$ cat config.mk
export PLATFORM = sky130hd
export DESIGN_NAME = uart_deser
export DESIGN_NICKNAME = d
export VERILOG_FILES = /design/src/rtl/uart_deser.sv
export SDC_FILE = /design/constraint.sdc
export NUM_CORES = 1
export LEC_CHECK = 0
export BUFFER_PORTS_ARGS = -buffer_cell sky130_fd_sc_hd__buf_2
export CAP_MARGIN = 20
export CORE_MARGIN = 1.5
export CORE_UTILIZATION = 55
export CTS_BUF_LIST = sky130_fd_sc_hd__clkbuf_8
export DETAILED_ROUTE_END_ITERATION = 10
export PLACE_DENSITY_LB_ADDON = 0.2
export SLEW_MARGIN = 40
export SYNTH_ARGS = -nofsm -noshare
export SYNTH_HDL_FRONTEND = slang
export SYNTH_SLANG_ARGS = --single-unit
$ cat constraint.sdc
create_clock -name clk -period 2.1 [get_ports clk]
set_input_delay 0.42 -clock clk [delete_from_list [all_inputs] [get_ports clk]]
set_output_delay 0.42 -clock clk [all_outputs]
set_load 0.01 [all_outputs]
$ cat src/rtl/uart_deser.sv
// Serial-to-parallel word assembler driven by an external bit strobe.
// Optional trailing parity bit, single-entry output register with overrun flag.
module uart_deser #(
  parameter int DATA_W     = 8,
  parameter int LSB_FIRST  = 1,
  parameter int PARITY_EN  = 0,
  parameter int PARITY_ODD = 0
) (
  input  logic              clk,
  input  logic              rst,
  input  logic              data_in,
  input  logic              shift,
  input  logic              clear,
  input  logic              out_ready,
  output logic [DATA_W-1:0] data_out,
  output logic              out_valid,
  output logic              parity_err,
  output logic              overrun,
  output logic              busy
);

  localparam int N  = DATA_W + ((PARITY_EN != 0) ? 1 : 0);
  localparam int CW = $clog2(N);

  logic [CW-1:0]     count;
  logic [DATA_W-1:0] sh;
  logic [DATA_W-1:0] sh_ins;
  logic              last;
  logic              complete;
  logic              perr_calc;

  // Word as it would look with the current bit inserted; the parity slot
  // (count == DATA_W) matches no data position and leaves the word untouched.
  always_comb begin
    sh_ins = sh;
    for (int i = 0; i < DATA_W; i++) begin
      if (int'(count) == ((LSB_FIRST != 0) ? i : DATA_W - 1 - i)) begin
        sh_ins[i] = data_in;
      end
    end
  end

  always_comb begin
    perr_calc = 1'b0;
    if (PARITY_EN != 0) begin
      perr_calc = (^sh_ins) ^ data_in ^ (PARITY_ODD != 0);
    end
  end

  assign last     = (count == CW'(N - 1));
  assign complete = shift && !clear && last;

  // Output handshake: a word is transferred on any edge where out_valid and
  // out_ready are both high; a completion may refill the register on that
  // same edge, otherwise a completion while out_valid is held is dropped.
  always_ff @(posedge clk or negedge rst) begin
    if (!rst) begin
      count      <= '0;
      sh         <= '0;
      busy       <= 1'b0;
      data_out   <= '0;
      out_valid  <= 1'b0;
      parity_err <= 1'b0;
      overrun    <= 1'b0;
    end else begin
      if (clear) begin
        count   <= '0;
        sh      <= '0;
        busy    <= 1'b0;
        overrun <= 1'b0;
      end else if (shift) begin
        if (last) begin
          count <= '0;
          sh    <= '0;
          busy  <= 1'b0;
        end else begin
          count <= count + CW'(1);
          sh    <= sh_ins;
          busy  <= 1'b1;
        end
      end

      if (complete) begin
        if (!out_valid || out_ready) begin
          data_out   <= sh_ins;
          parity_err <= perr_calc;
          out_valid  <= 1'b1;
        end else begin
          overrun <= 1'b1;
        end
      end else if (out_valid && out_ready) begin
        out_valid <= 1'b0;
      end
    end
  end

endmodule

==> results.cfg <==
[synthesis]
synth_top_area_share_pct = 49.0
ys_warn_count = 0
netlist.top_cell.by_area = dfrtp_1
ys_ff_latch = 21
syn_inst = 98
synthTopCellsByArea = dfrtp_1, mux2_2, ha_1, nand2_1, mux2i_1
ys_types = 28
seq_area_frac_synth_pct = 49.0
syn_avg_cell_area_sq_um = 10.9
synth_area_sq_mm = 0.00107
synth_nets = 110

[floorplan]
initial_core_util_pct = 60.1
dieArea_sq_mm = 0.00222
io_pins = 18
core_sq_mm = 0.00178
die_x_microns = 47.2
die_h_microns = 47.2
num_rows = 15

[setup_path]
path_cells = ha_1, ha_1, nand2_2, nor3_4, mux2_2
worstSetupStartpoint = count[0]
worstReg2RegStart = count[0]
slowest_delay_ps = 420
reg2regPathDepth = 5
cp.arrival_ps = 2060
crit_top_cell = ha_1
r2r-end = data_out[3]
crit_fanout = 8
critPathCapture = data_out[3]
crit_type = flip-flop to flip-flop
cp-start-kind = flip-flop
r2r_slack_ps = 190
crit_path_end_kind = flip-flop
cpMaxStageDelayCell = nor3_4
cp.required_ps = 2240

[routing]
dr.first_iter.drc_count = 17
drc_errors = 0
dr.pass1.iters = 5
drt_wl_total_mm = 1.88
num_vias = 728
viasPerCell = 5.28
wl_per_cell_microns = 13.6
route.antenna.remaining_nets = 0

[sta]
fin_crit_ps = 1910
rsz0062_at_grt = no
slew_headroom_pct = 61.7
hold-worst-slack_ps = 114
fin_crit_sh_pct = 91.1
maxSlewViolCount = 0
tightest_slew_ps = 572
finalHoldViolations = 0
totalNegativeSetupSlack_ps = 0
fmax_mhz = 523
fin_ws_ps = 187
clock-skew-final_ps = 2.89
setup_viol = 0

[place]
post-dp-hpwl_mm = 1.37
gp_congestion = 0.842
dp_slack_ps = 195
io_buffers = 16
post-place-cells = 134

[global_route]
antenna_found_initial = 0
grt_overflow = 0
grt_pass1_wl_mm = 2.92
grt_pass1_vias = 657
grt_max_degree = 22
grt_usage_pct = 19.3

[job]
maxCapViolCount = 0

[clocking]
cts_made_buffers = 3
cts.sinks = 21
cts_tree = yes
post_cts_resized = 0
cts_root_buf = clkbuf_8
path_clk_slew_ps = 80
clk_latency_ps = 260
hold_buffers = 0
postCtsSetupBuffers = 0
clockBufferDepth = 2
h-tree-depth = 1

[layout]
fillers = 148
final_common_cell = dfrtp_1
final_nets = 126
final_cell_mix = dfrtp_1, buf_2, nand2_1, mux2_2, inv_1
stdcell_count = 138
diodes = 0
post-route-util_pct = 67.4
area_growth_syn_to_layout_pct = 12.0
drive_gt1_share_pct = 30.1

[hold_path]
min_path_type = input port to async pin

[power_and_ir_drop]
leakage_nw = 0.621
cellPowerDensity_mw_per_mm2 = 649
vdd_drop_max_uv = 562

[run_status]
run_status = finished clean
==> through the flow <==
step / area, sq um / total power, mW
after global placement: 1150 / 0.525
final: 1200 / 0.779
after detailed placement: 1150 / 0.528
after global routing: 1200 / 0.814
after CTS: 1200 / 0.787
after floorplan: 1070 / 0.499
==> routing by layer <==
metal  GRT usage (%)  vias up  wire length [microns]
met4            3.89        0                     13
met3            8.08        2                     96
met1            23.7      343                    847
met2            32.1       22                    918
met5               0        -                      0
li1                -      361                      -
==> flip-flops by register name (all words and copies together), names as in the netlist <==
register	flops
data_out	8
sh	7
count	3
busy	1
out_valid	1
overrun	1
==> layout make-up <==
type | instances | area (sq um) | share of cell area [%]
Clock inverter | 1 | 5.00 | 0.417
Inverter | 7 | 26.3 | 2.19
Sequential cell | 21 | 526 | 43.8
Multi-Input combinational cell | 65 | 492 | 40.9
Clock buffer | 3 | 41.3 | 3.44
Tap cell | 25 | 31.3 | 2.60
Timing Repair Buffer | 16 | 80.1 | 6.67
==> cells in the mapped netlist <==
cell type	count
or3_1	1
o21ai_0	6
o32ai_1	1
buf_4	2
a21oi_1	3
nand2_1	11
ha_1	6
inv_1	7
nor2b_1	2
nor2_1	3
mux2i_1	4
nand2_2	1
conb_1	1
a21o_1	1
or2_2	1
a31oi_1	2
a211oi_1	1
clkbuf_1	1
nand2b_1	3
o21bai_1	1
and4_1	1
or4b_1	1
dfrtp_1	21
buf_2	2
mux2_2	11
nor3_1	1
nor3_4	1
a22o_1	2
==> worst min path at each step <==
stage               from         to  cells past startpoint
floorplan            rst       busy                      0
global placement     rst  out_valid                      1
detailed placement   rst    overrun                      1
CTS                  rst   count[0]                      1
global route         rst   count[0]                      1
finish               rst   count[0]                      1
==> worst max-delay path: cells and delay by family, from the launching register on <==
family / cells / cell delay [ps]
adders and majority gates: 2 / 460
DFF: 1 / 410
muxes: 1 / 390
and+or+nand+nor: 2 / 530
==> power breakdown <==
part | switching (mW) | total, mW | internal, mW
logic | 0.0519 | 0.0881 | 0.0363
clock network | 0.128 | 0.260 | 0.132
registers | 0.0121 | 0.431 | 0.419
==> cells by family after synthesis <==
kind of cell / count (synthesis) / synth area share [%]
other: 1 / 0.350
and+or+nand+nor: 26 / 13.3
adders and majority gates: 6 / 7.00
AOI/OAI and AO/OA: 17 / 9.92
DFF: 21 / 49.0
muxes: 15 / 15.3
buffers and inverters: 12 / 5.13
(Power assumes the default switching activity.)
